## config.mk

```make
export PLATFORM = sky130hd
export DESIGN_NAME = sc_io_bus_flat
export DESIGN_NICKNAME = d
export VERILOG_FILES = /design/src/rtl/sc_io_pkg.sv /design/src/rtl/sc_io_bus_if.sv /design/src/rtl/sc_io_timer.sv /design/src/rtl/sc_io_bus.sv /design/src/flat_wrapper.sv
export SDC_FILE = /design/constraint.sdc
export NUM_CORES = 1
export LEC_CHECK = 0
export CORE_ASPECT_RATIO = 0.75
export CORE_UTILIZATION = 30
export CTS_CLUSTER_SIZE = 10
export DETAILED_ROUTE_END_ITERATION = 7
export GPL_ROUTABILITY_DRIVEN = 0
export HOLD_SLACK_MARGIN = 0.12
export PLACE_DENSITY = 0.59
export SYNTH_ARGS = -nofsm -noshare
export SYNTH_HDL_FRONTEND = slang
export SYNTH_SLANG_ARGS = --single-unit
```

## constraint.sdc

```tcl
create_clock -name clock -period 2.6 [get_ports clock]
set_input_delay 0.39 -clock clock [delete_from_list [all_inputs] [get_ports clock]]
set_output_delay 0.39 -clock clock [all_outputs]
set_load 0.005 [all_outputs]
```

## src/rtl/sc_io_pkg.sv

```systemverilog
// Purpose: shared register offsets, control-bit positions and field layout for the sc_io_bus IO window.
// Latency: n/a (declarations only).
// Backpressure: n/a.
package sc_io_pkg;

    // Word offsets inside the 32-byte IO window (addr[4:2]).
    typedef enum logic [2:0] {
        OFF_SW     = 3'd0,
        OFF_KEY    = 3'd1,
        OFF_LED    = 3'd2,
        OFF_HEX    = 3'd3,
        OFF_TCTRL  = 3'd4,
        OFF_TCOUNT = 3'd5,
        OFF_TCMP   = 3'd6,
        OFF_TSTAT  = 3'd7
    } io_off_e;

    // TCTRL bit positions.
    localparam int TCTRL_EN     = 0;
    localparam int TCTRL_RELOAD = 1;

    // KEY register layout: flags in the low nibble, live levels in the next nibble.
    localparam int KEY_FLAG_LSB  = 0;
    localparam int KEY_LEVEL_LSB = 4;
    localparam int KEY_FIELD_W   = 4;

    // TSTAT bit position of the match flag.
    localparam int TSTAT_MATCH = 0;

    typedef struct packed {
        logic reload;
        logic en;
    } tctrl_t;

    // Read-back image of the timer control register.
    function automatic logic [31:0] tctrl_word(input tctrl_t c);
        logic [31:0] w;
        w = '0;
        w[TCTRL_EN]     = c.en;
        w[TCTRL_RELOAD] = c.reload;
        return w;
    endfunction

endpackage

```

## src/rtl/sc_io_bus_if.sv

```systemverilog
// Purpose: data-side bus between core/RAM and the IO decode stage.
// Latency: n/a (wires only).
// Backpressure: none; the single-cycle core never stalls.
// Signals: addr/wdata/wmem from core, ram_rdata from data RAM,
//          rdata back to core, ram_we to data RAM.
interface sc_io_bus_if;
    logic [31:0] addr;
    logic [31:0] wdata;
    logic        wmem;
    logic [31:0] rdata;
    logic [31:0] ram_rdata;
    logic        ram_we;

    // Core + data RAM side.
    modport master (
        output addr, wdata, wmem, ram_rdata,
        input  rdata, ram_we
    );

    // IO bus stage side.
    modport slave (
        input  addr, wdata, wmem, ram_rdata,
        output rdata, ram_we
    );
endinterface

```

## src/rtl/sc_io_timer.sv

```systemverilog
// Purpose: prescaled 32-bit timer with compare, reload/one-shot modes and sticky match flag.
// Latency: register writes visible one edge after the store; match one edge after the compare tick.
// Backpressure: none; write strobes are accepted every cycle.
// Ports: clock/resetn; ctrl/count/cmp/stat write strobes + wdata_i;
//        count_o, cmp_o, ctrl_o, match_o.
module sc_io_timer
    import sc_io_pkg::*;
#(
    parameter int PRESCALE = 50
) (
    input  logic        clock,
    input  logic        resetn,
    input  logic        ctrl_we_i,
    input  logic        count_we_i,
    input  logic        cmp_we_i,
    input  logic        stat_we_i,
    input  logic [31:0] wdata_i,
    output logic [31:0] count_o,
    output logic [31:0] cmp_o,
    output tctrl_t      ctrl_o,
    output logic        match_o
);

    localparam logic [15:0] PRE_LAST = 16'(PRESCALE - 1);

    logic [15:0] pre_q, pre_d;
    logic [31:0] count_q, count_d;
    logic [31:0] cmp_q, cmp_d;
    tctrl_t      ctrl_q, ctrl_d;
    logic        match_q, match_d;
    logic        tick;
    logic        hit;

    always_comb begin
        tick = ctrl_q.en && (pre_q == PRE_LAST);
        // A TCOUNT write on a tick edge swallows the tick entirely,
        // including its compare.
        hit  = tick && !count_we_i && (count_q == cmp_q);

        pre_d = pre_q;
        if (ctrl_q.en) begin
            pre_d = tick ? 16'd0 : pre_q + 16'd1;
        end
        if (count_we_i) begin
            pre_d = 16'd0;
        end

        count_d = count_q;
        if (count_we_i) begin
            count_d = wdata_i;
        end else if (tick) begin
            if (count_q == cmp_q) begin
                if (ctrl_q.reload) begin
                    count_d = 32'd0;
                end
            end else begin
                count_d = count_q + 32'd1;
            end
        end

        cmp_d = cmp_we_i ? wdata_i : cmp_q;

        // One-shot mode stops itself on match; an explicit TCTRL store on
        // the same edge takes precedence since software asked for it last.
        ctrl_d = ctrl_q;
        if (hit && !ctrl_q.reload) begin
            ctrl_d.en = 1'b0;
        end
        if (ctrl_we_i) begin
            ctrl_d.en     = wdata_i[TCTRL_EN];
            ctrl_d.reload = wdata_i[TCTRL_RELOAD];
        end

        // Set beats W1C so a match landing on the clear edge is not lost.
        match_d = hit | (match_q & ~(stat_we_i & wdata_i[TSTAT_MATCH]));
    end

    always_ff @(posedge clock or negedge resetn) begin
        if (!resetn) begin
            pre_q   <= '0;
            count_q <= '0;
            cmp_q   <= '0;
            ctrl_q  <= '0;
            match_q <= 1'b0;
        end else begin
            pre_q   <= pre_d;
            count_q <= count_d;
            cmp_q   <= cmp_d;
            ctrl_q  <= ctrl_d;
            match_q <= match_d;
        end
    end

    assign count_o = count_q;
    assign cmp_o   = cmp_q;
    assign ctrl_o  = ctrl_q;
    assign match_o = match_q;

endmodule

```

## src/rtl/sc_io_bus.sv

```systemverilog
// Purpose: data-side bus stage: decodes a 32-byte IO window (switches, keys, LED, hex, timer), passes the rest to RAM.
// Latency: reads combinational (0 cycles); writes land one edge after the store; key flag 3 edges after a press.
// Backpressure: none; every access completes in the cycle it is presented.
// Ports: clock/resetn; bus (slave modport: addr, wdata, wmem, ram_rdata -> rdata, ram_we);
//        sw_in/key_in async inputs; led_out, hex_out, timer_irq outputs.
module sc_io_bus
    import sc_io_pkg::*;
#(
    parameter logic [31:0] IO_BASE  = 32'h0000_0080,
    parameter int          PRESCALE = 50,
    parameter int          SW_W     = 10,
    parameter int          KEY_W    = 4
) (
    input  logic             clock,
    input  logic             resetn,
    sc_io_bus_if.slave       bus,
    input  logic [SW_W-1:0]  sw_in,
    input  logic [KEY_W-1:0] key_in,
    output logic [SW_W-1:0]  led_out,
    output logic [23:0]      hex_out,
    output logic             timer_irq
);

    logic             io_sel;
    logic             io_we;
    io_off_e          off;
    logic [31:0]      io_word;

    logic [SW_W-1:0]  sw_s1_q, sw_s2_q;
    logic [KEY_W-1:0] key_s1_q, key_s2_q, key_s3_q;
    logic [KEY_W-1:0] key_level;
    logic [KEY_W-1:0] key_rise;
    logic [KEY_W-1:0] key_clr;
    logic [KEY_W-1:0] key_flag_q, key_flag_d;
    logic [SW_W-1:0]  led_q, led_d;
    logic [23:0]      hex_q, hex_d;

    logic [31:0]      t_count;
    logic [31:0]      t_cmp;
    tctrl_t           t_ctrl;
    logic             t_match;

    // Byte lane select bits are meaningless for this word-only window.
    logic             unused_addr_lsb;
    assign unused_addr_lsb = ^bus.addr[1:0];

    assign io_sel = (bus.addr[31:5] == IO_BASE[31:5]);
    assign off    = io_off_e'(bus.addr[4:2]);
    assign io_we  = bus.wmem & io_sel;

    assign bus.ram_we = bus.wmem & ~io_sel;
    assign bus.rdata  = io_sel ? io_word : bus.ram_rdata;

    // Buttons are active-low: a press is the synced level going 1 -> 0,
    // seen by comparing the second sync stage with the one after it.
    assign key_level = ~key_s2_q;
    assign key_rise  = key_s3_q & ~key_s2_q;

    always_comb begin
        key_clr = '0;
        if (io_we && off == OFF_KEY) begin
            key_clr = bus.wdata[KEY_FLAG_LSB +: KEY_W];
        end
        key_flag_d = key_rise | (key_flag_q & ~key_clr);

        led_d = led_q;
        if (io_we && off == OFF_LED) begin
            led_d = bus.wdata[SW_W-1:0];
        end

        hex_d = hex_q;
        if (io_we && off == OFF_HEX) begin
            hex_d = bus.wdata[23:0];
        end
    end

    always_comb begin
        io_word = '0;
        case (off)
            OFF_SW: io_word = 32'(sw_s2_q);
            OFF_KEY: begin
                io_word[KEY_FLAG_LSB  +: KEY_W] = key_flag_q;
                io_word[KEY_LEVEL_LSB +: KEY_W] = key_level;
            end
            OFF_LED:    io_word = 32'(led_q);
            OFF_HEX:    io_word = {8'h00, hex_q};
            OFF_TCTRL:  io_word = tctrl_word(t_ctrl);
            OFF_TCOUNT: io_word = t_count;
            OFF_TCMP:   io_word = t_cmp;
            OFF_TSTAT:  io_word[TSTAT_MATCH] = t_match;
            default:    io_word = '0;
        endcase
    end

    always_ff @(posedge clock or negedge resetn) begin
        if (!resetn) begin
            sw_s1_q    <= '0;
            sw_s2_q    <= '0;
            key_s1_q   <= '0;
            key_s2_q   <= '0;
            key_s3_q   <= '0;
            key_flag_q <= '0;
            led_q      <= '0;
            hex_q      <= '0;
        end else begin
            sw_s1_q    <= sw_in;
            sw_s2_q    <= sw_s1_q;
            key_s1_q   <= key_in;
            key_s2_q   <= key_s1_q;
            key_s3_q   <= key_s2_q;
            key_flag_q <= key_flag_d;
            led_q      <= led_d;
            hex_q      <= hex_d;
        end
    end

    sc_io_timer #(
        .PRESCALE (PRESCALE)
    ) u_timer (
        .clock      (clock),
        .resetn     (resetn),
        .ctrl_we_i  (io_we && off == OFF_TCTRL),
        .count_we_i (io_we && off == OFF_TCOUNT),
        .cmp_we_i   (io_we && off == OFF_TCMP),
        .stat_we_i  (io_we && off == OFF_TSTAT),
        .wdata_i    (bus.wdata),
        .count_o    (t_count),
        .cmp_o      (t_cmp),
        .ctrl_o     (t_ctrl),
        .match_o    (t_match)
    );

    assign led_out   = led_q;
    assign hex_out   = hex_q;
    assign timer_irq = t_match;

endmodule

```

## src/flat_wrapper.sv

```systemverilog
// flat-port wrapper written by rule: the top's interface ports become plain ports
module sc_io_bus_flat import sc_io_pkg::*;
#(
    parameter logic [31:0] IO_BASE  = 32'h0000_0080,
    parameter int          PRESCALE = 50,
    parameter int          SW_W     = 10,
    parameter int          KEY_W    = 4
)
  (clock, resetn, sw_in, key_in, led_out, hex_out, timer_irq, bus_addr, bus_wdata, bus_wmem, bus_ram_rdata, bus_rdata, bus_ram_we);
  sc_io_bus_if bus_i ();
  input  logic clock;
  input  logic resetn;
  input  logic [SW_W-1:0] sw_in;
  input  logic [KEY_W-1:0] key_in;
  output logic [SW_W-1:0] led_out;
  output logic [23:0] hex_out;
  output logic timer_irq;
  input wire logic [$bits(bus_i.addr)-1:0] bus_addr;
  input wire logic [$bits(bus_i.wdata)-1:0] bus_wdata;
  input wire logic [$bits(bus_i.wmem)-1:0] bus_wmem;
  input wire logic [$bits(bus_i.ram_rdata)-1:0] bus_ram_rdata;
  output wire logic [$bits(bus_i.rdata)-1:0] bus_rdata;
  output wire logic [$bits(bus_i.ram_we)-1:0] bus_ram_we;
  assign bus_i.addr = bus_addr;
  assign bus_i.wdata = bus_wdata;
  assign bus_i.wmem = bus_wmem;
  assign bus_i.ram_rdata = bus_ram_rdata;
  assign bus_rdata = bus_i.rdata;
  assign bus_ram_we = bus_i.ram_we;
  sc_io_bus #(.IO_BASE(IO_BASE), .PRESCALE(PRESCALE), .SW_W(SW_W), .KEY_W(KEY_W)) u_core (.clock(clock), .resetn(resetn), .bus(bus_i), .sw_in(sw_in), .key_in(key_in), .led_out(led_out), .hex_out(hex_out), .timer_irq(timer_irq));
endmodule
```

==> results of run 1 <==
-- registers in the layout, indices dropped and copies added (netlist names) --
signal                  flops
u_core.u_timer.cmp_o       32
u_core.u_timer.count_o     32
u_core.hex_out             24
u_core.u_timer.pre_q       16
u_core.led_out             10
u_core.sw_s1_q             10
u_core.sw_s2_q             10
u_core.key_flag_q           4
u_core.key_s1_q             4
u_core.key_s2_q             4
u_core.key_s3_q             4
u_core.u_timer.ctrl_o       2
u_core.u_timer.match_o      1
-- cell usage after synthesis (all sizes together) (23+ instances only) --
cell type	instances	area share, %
nand2	76	3.5
mux2	80	11
a21oi	33	2.0
nor2	64	2.9
nand3	32	2.0
clkbuf	35	1.7
xor2	39	4.1
nor4	23	1.9
buf	23	1.9
a22oi	25	2.3
dfrtp	153	46
o21ai	57	3.5
-- worst max-delay path by stage --
| stage | end | slack (ns) |
|---|---|---|
| 2_1_floorplan | u_core.u_timer.count_o[30] | 0.06 |
| 3_3_place_gp | bus_rdata[0] | -0.76 |
| 3_5_place_dp | bus_rdata[0] | -0.81 |
| 4_1_cts | bus_rdata[19] | -0.08 |
| 5_1_grt | bus_rdata[9] | -0.11 |
| 6_report | bus_rdata[3] | -0.05 |
-- layout make-up --
cell class	instances	area [sq um]
inverters	13	48.8
fillers	2537	14500
clock inverters	12	163
clock buffers	20	447
repair buffers	334	3070
well taps	351	439
multi-input cells	596	4510
flip-flops and latches	153	3830
-- critical path, cell delays in order --
cell and delay, ns:
buf_6 0.10, nor4_4 0.27, nand4_1 0.24, buf_4 0.21, or3_4 0.38, buf_8 0.16
buf_12 0.13, buf_8 0.13, a21o_1 0.15, buf_2 0.12
-- what timing repair did --
item | 4_1_cts | 5_1_grt
hold endpoints to repair | 57 | 0
hold buffers | 1 | 0
setup endpoints to repair | 129 | 96
buffers inserted | 18 | 5
gates resized for setup | 270 | 73
pin swaps | 39 | 36
cloned | 5 | 1
-- per-stage QoR --
step	TNS, ns	hold WS [ns]	setup WS [ns]	total power [mW]	utilization (%)
6_report	-0.732	0.349	-0.0538	5.57	46.4
5_1_grt	-2.69	0.359	-0.110	5.75	46.4
4_1_cts	-0.634	0.352	-0.0796	5.59	45.5
3_5_place_dp	-86.84	0.335	-0.808	2.94	41.9
3_3_place_gp	-71.67	0.335	-0.764	2.94	41.9
2_1_floorplan	0	0.0944	0.0603	2.55	-
-- metal layers --
layer	share of wire, %	track usage, %	up-vias
met5	0	0	-
li1	-	-	3612
met1	46	30.5	3834
met3	7.5	5.35	27
met4	1.3	4.76	0
met2	45	32.6	305
-- kinds of logic (layout without fill, tap and decap cells) --
| family | count (synthesis) | count (layout) | share of synthesized area (%) |
|---|---|---|---|
| adder cells (fa/ha/maj) | 3 | 3 | 0.455 |
| multiplexers | 87 | 87 | 12.1 |
| AO/OA/AOI/OAI | 193 | 193 | 15.6 |
| AND/OR/NAND/NOR | 273 | 273 | 17.0 |
| flip-flops | 153 | 153 | 46.4 |
| buffers and inverters | 71 | 379 | 4.19 |
| XOR/XNOR | 40 | 40 | 4.25 |
-- where the power goes --
| group | internal (mW) | switching (mW) | leakage, nW |
|---|---|---|---|
| logic | 0.270 | 0.234 | 3.42 |
| registers | 2.40 | 0.00941 | 1.93 |
| clock network | 1.55 | 1.10 | 0.292 |
| total | 4.23 | 1.34 | 5.65 |
==> flow_metrics.py, run 1 <==
metrics = {
    "setup_path": {
        "reg2reg_to": "u_core.u_timer.count_o[27]",
        "r2r-start": "u_core.u_timer.count_o[1]",
        "critPathKind": "input pin to output port",
        "reg2regPathDepth": 9,
        "critPathMaxFanout": 5,
        "required_ns": 2.21,
        "rrSetupSlack_ns": 0.04,
        "critPathCaptureType": "output port",
        "startpoint": "bus_addr[31]",
        "crit_path_start_kind": "input pin",
        "cp.arrival_ns": 2.26,
    },
    "floorplanning": {
        "die_y_um": 146,
        "placementRows": 52,
        "core_sq_um": 27000,
        "initial_core_util_pct": 30.6,
        "dieArea_sq_um": 28200,
        "die_w_um": 193,
        "ios": 181,
    },
    "synthesis": {
        "synth_area_per_cell_sq_um": 10.1,
        "synth_seq_cells": 153,
        "syn_area_sq_um": 8250,
        "async_reset_ff_share_pct": 100,
        "ys.warnings.count": 0,
        "yosysUniqueCellTypes": 66,
        "synth_cells": 820,
        "synth-edff-count": 0,
        "ys_seq_area_share_pct": 46.4,
        "synth_nets": 936,
        "synth_ff_type": "dfrtp_1",
    },
    "sta": {
        "min_period_ns": 2.65,
        "slew_headroom_pct": 61.1,
        "slew_viol_final": 0,
        "tightestPinTransition_ns": 0.581,
        "hold_violations": 0,
        "finClkSkew_ns": 0.0123,
        "fmax_mhz": 377,
        "min_period_over_period_pct": 102,
        "rsz0062_at_grt": "true",
        "setup_ws_ns": -0.0538,
        "finalSetupViolCount": 25,
    },
    "outcome": {
        "violations": "design-rule violations, negative setup slack",
        "status": "complete, but fails checks",
    },
    "clock_tree": {
        "cts_buffer_depth": 2,
        "cts_tree": "done",
        "cts-root-buf": "clkbuf_16",
        "cts_buffers": 17,
        "cts.clk_slew.worst_paths_ns": 0.07,
        "clock_sinks": 153,
        "htreeDepth": 4,
        "clk_latency_ns": 0.43,
    },
    "placed_design": {
        "placed_area_sq_um": 11300,
        "hpwl_mm": 21.2,
        "dpl.cell_count": 1424,
        "numPortBuffers": 178,
    },
    "global_routing": {
        "overflow": 0,
        "grt_max_degree": 60,
        "grt.total_usage_pct": 21.4,
        "grt_pass1_vias": 7828,
        "grt_pass1_wl_mm": 46.4,
        "grt_antenna_before_repair": 0,
    },
    "route": {
        "drc": 12,
        "wire_per_inst_um": 20.1,
        "via_per_inst": 5.26,
        "wl_mm": 29.7,
        "drt_iter0_markers": 567,
        "first_pass_iters": 8,
        "vias": 7778,
        "ant_nets": 0,
    },
    "finish": {
        "fin_area_sq_um": 12500,
        "fin_cells": 1479,
        "mostFrequentLayoutCell": "dfrtp_1",
        "diodes": 0,
        "mostFrequentLayoutCells": "148 x dfrtp_1, 121 x buf_4, 115 x clkdlybuf4s50_1, 71 x mux2_2, 61 x nor2_1",
        "nNetsFinal": 1231,
        "area_growth_pct": 51.7,
        "drive_above_1_share_pct": 34.0,
    },
    "job": {
        "maxCapViolCount": 0,
    },
    "hold_path": {
        "holdPathEnd": "u_core.sw_s2_q[6]",
        "holdCritStartpoint": "u_core.sw_s1_q[6]",
        "min_delay_path_depth": 0,
        "min_path_type": "register to register",
    },
    "power_and_ir_drop": {
        "pwr_density_cell_nw_per_um2": 445,
        "p_leak_nw": 5.65,
        "ir_drop_v": 0.000494,
    },
}
Power figures use the tool's default switching activity.
==> run 2: changes to the inputs <==
- SYNTH_HIERARCHICAL: unset -> 1
==> flow_metrics.py, run 2 <==
metrics = {
    "outcome": {
        "status": "completed",
    },
    "global_routing": {
        "grt.total_usage_pct": 20.7,
        "overflow": 0,
        "grt_antenna_before_repair": 1,
        "grt_pass1_vias": 7849,
        "grt_pass1_wl_mm": 46.4,
        "grt_max_degree": 64,
        "gr-usage-met3_pct": 4.17,
        "gr-max-usage-layer": "met1",
        "use_met2_pct": 30.1,
        "grt_util_met1_pct": 31.4,
    },
    "clock_tree": {
        "cts_buffers": 17,
        "cts.clk_slew.worst_paths_ns": 0.07,
        "htreeDepth": 4,
        "cts_tree": "done",
        "cts-root-buf": "clkbuf_16",
        "clk_latency_ns": 0.44,
        "cts_buffer_depth": 2,
        "clock_sinks": 153,
    },
    "setup_path": {
        "reg2regPathDepth": 7,
        "cp.arrival_ns": 2.20,
        "critPathKind": "input pin to output port",
        "critPathCaptureType": "output port",
        "crit_path_start_kind": "input pin",
        "critPathMaxFanout": 10,
        "required_ns": 2.21,
    },
    "route": {
        "via_per_inst": 5.32,
        "ant_nets": 0,
        "drt_iter0_markers": 827,
        "first_pass_iters": 5,
        "vias": 8042,
        "wl_mm": 30.7,
        "wire_per_inst_um": 20.3,
        "drc": 0,
    },
    "synthesis": {
        "synth_ff_type": "dfrtp_1",
        "synth_area_per_cell_sq_um": 10.5,
        "synth_common_cells": "153 x dfrtp_1, 96 x mux2_2, 77 x nand2_1",
        "synth_top_area_cell": "dfrtp_1",
        "ys_seq_area_share_pct": 43.8,
        "yosys.cell_count.top_type": "dfrtp_1",
        "yosysUniqueCellTypes": 75,
        "synth_seq_cells": 153,
        "synth_nets": 952,
        "synthTopCellsByArea": "dfrtp_1 44%, mux2_2 12%, xor2_1 4.0%",
        "synth_cells": 836,
        "ys.warnings.count": 6,
        "synth-edff-count": 0,
        "async_reset_ff_share_pct": 100,
        "synth_top_area_share_pct": 43.8,
        "syn_area_sq_um": 8740,
    },
    "floorplanning": {
        "core_sq_um": 28300,
        "die_w_um": 199,
        "ios": 181,
        "placementRows": 53,
        "die_y_um": 150,
        "dieArea_sq_um": 29800,
        "initial_core_util_pct": 30.9,
    },
    "finish": {
        "mostFrequentLayoutCell": "dfrtp_1",
        "fillers": 2705,
        "drive_above_1_share_pct": 30.0,
        "multi_input_area_sq_um": 4700,
        "fin_area_sq_um": 12600,
        "utilization_pct": 44.5,
        "regArea_sq_um": 3830,
        "mostFrequentLayoutCells": "153 x dfrtp_1, 117 x clkdlybuf4s50_1, 113 x buf_4, 82 x mux2_2, 76 x nand2_1",
        "area_growth_pct": 44.2,
        "nNetsFinal": 1230,
    },
    "sta": {
        "min_period_over_period_pct": 99.7,
        "hold_violations": 0,
        "slew_viol_final": 0,
        "finalSetupViolCount": 0,
        "tightestPinTransition_ns": 0.617,
        "min_period_ns": 2.59,
        "tns_ns": 0,
        "whs_ns": 0.347,
        "fmax_mhz": 386,
        "slew_headroom_pct": 58.9,
        "finClkSkew_ns": 0.0186,
    },
    "power_and_ir_drop": {
        "finalPower_mw": 5.24,
        "pwr_density_cell_nw_per_um2": 416,
        "p_leak_nw": 5.58,
        "ir_drop_v": 0.000426,
    },
    "placed_design": {
        "placed_area_sq_um": 11700,
        "numPortBuffers": 178,
        "hpwl_mm": 22.4,
    },
    "hold_path": {
        "min_path_type": "register to register",
        "min_delay_path_depth": 0,
    },
    "job": {
        "maxCapViolCount": 0,
    },
}
run 2: cell count changes in the layout (fill, tap and decap cells not counted), moves of 11 or more:
cell and delta:
mux2_4 +14, buf_2 -17, a21oi_1 -17, nand2_2 -12, mux2i_1 +12, nor2_1 -19
o41ai_1 +11, nor4_1 -11, mux2_2 +11, nand4_1 +12, a22o_1 -14, nand2_1 +21
run 2: where the power goes:
part	total (mW)	internal [mW]	leakage [nW]	switching (mW)
sequential	2.41	2.40	1.98	0.00907
combinational	0.482	0.256	3.33	0.226
clock	2.34	1.24	0.262	1.10
run 2: cell families after synthesis:
group                    Yosys count  share of synthesized area (%)
AND/OR/NAND/NOR                  265                           17.4
AO/OA/AOI/OAI                    182                           15.0
XOR/XNOR                          43                           4.31
multiplexers                     114                           14.6
buffers and inverters             76                           4.48
flip-flops                       153                           43.8
adder cells (fa/ha/maj)            3                          0.430
run 2: area by class of cell:
| type | count | share of cell area [%] |
|---|---|---|
| clock buffers | 18 | 3.41 |
| well taps | 385 | 3.82 |
| diodes | 1 | 0.0199 |
| clock inverters | 13 | 0.893 |
| repair buffers | 318 | 23.6 |
| inverters | 16 | 0.506 |
| flip-flops and latches | 153 | 30.4 |
| multi-input cells | 608 | 37.3 |
run 2: repair_timing:
item                                    CTS  global route
buffers inserted                         14             3
gates resized for setup                 158            46
hold buffers                              1             0
endpoints found under the setup margin   33            90
pin swaps                                 9            12
cloned                                    4             1
endpoints found under the hold margin    61             0
run 2: through the flow:
stage / setup slack (ns) / std cells
after CTS: 0.00174 / 1508
final: 0.00791 / 1512
after global placement: -0.506 / 1458
after global routing: -0.0465 / 1511
after floorplan: 0.00171 / 836
after detailed placement: -0.497 / 1458
run 2: final timing paths:
path	endpoint	startpoint	slack (ns)
worst max register to register	u_core/u_timer/count_o[29]	u_core/u_timer/count_o[25]	0.21
worst min register to register	u_core/sw_s2_q[3]	u_core/sw_s1_q[3]	0.35
worst min-delay path	u_core/sw_s2_q[3]	u_core/sw_s1_q[3]	0.35
min in group asynchronous	u_core/u_timer/cmp_o[30]	resetn	0.53
max in group asynchronous	u_core/u_timer/count_o[10]	resetn	1.37
worst max-delay path	bus_rdata[25]	bus_addr[28]	0.008
run 2: critical path: stages:
cell	delay (ns)
clkdlybuf4s15_1	0.17
nor4_2	0.32
nand4_1	0.27
buf_4	0.22
buf_4	0.17
o21ai_0	0.26
o41ai_2	0.13
dlygate4sd2_1	0.28
run 2: layer usage:
metal	share of wire (%)	wire length (um)
met1	48	14700
met2	43	13200
met3	8.3	2540
met4	1.0	306
met5	0	0
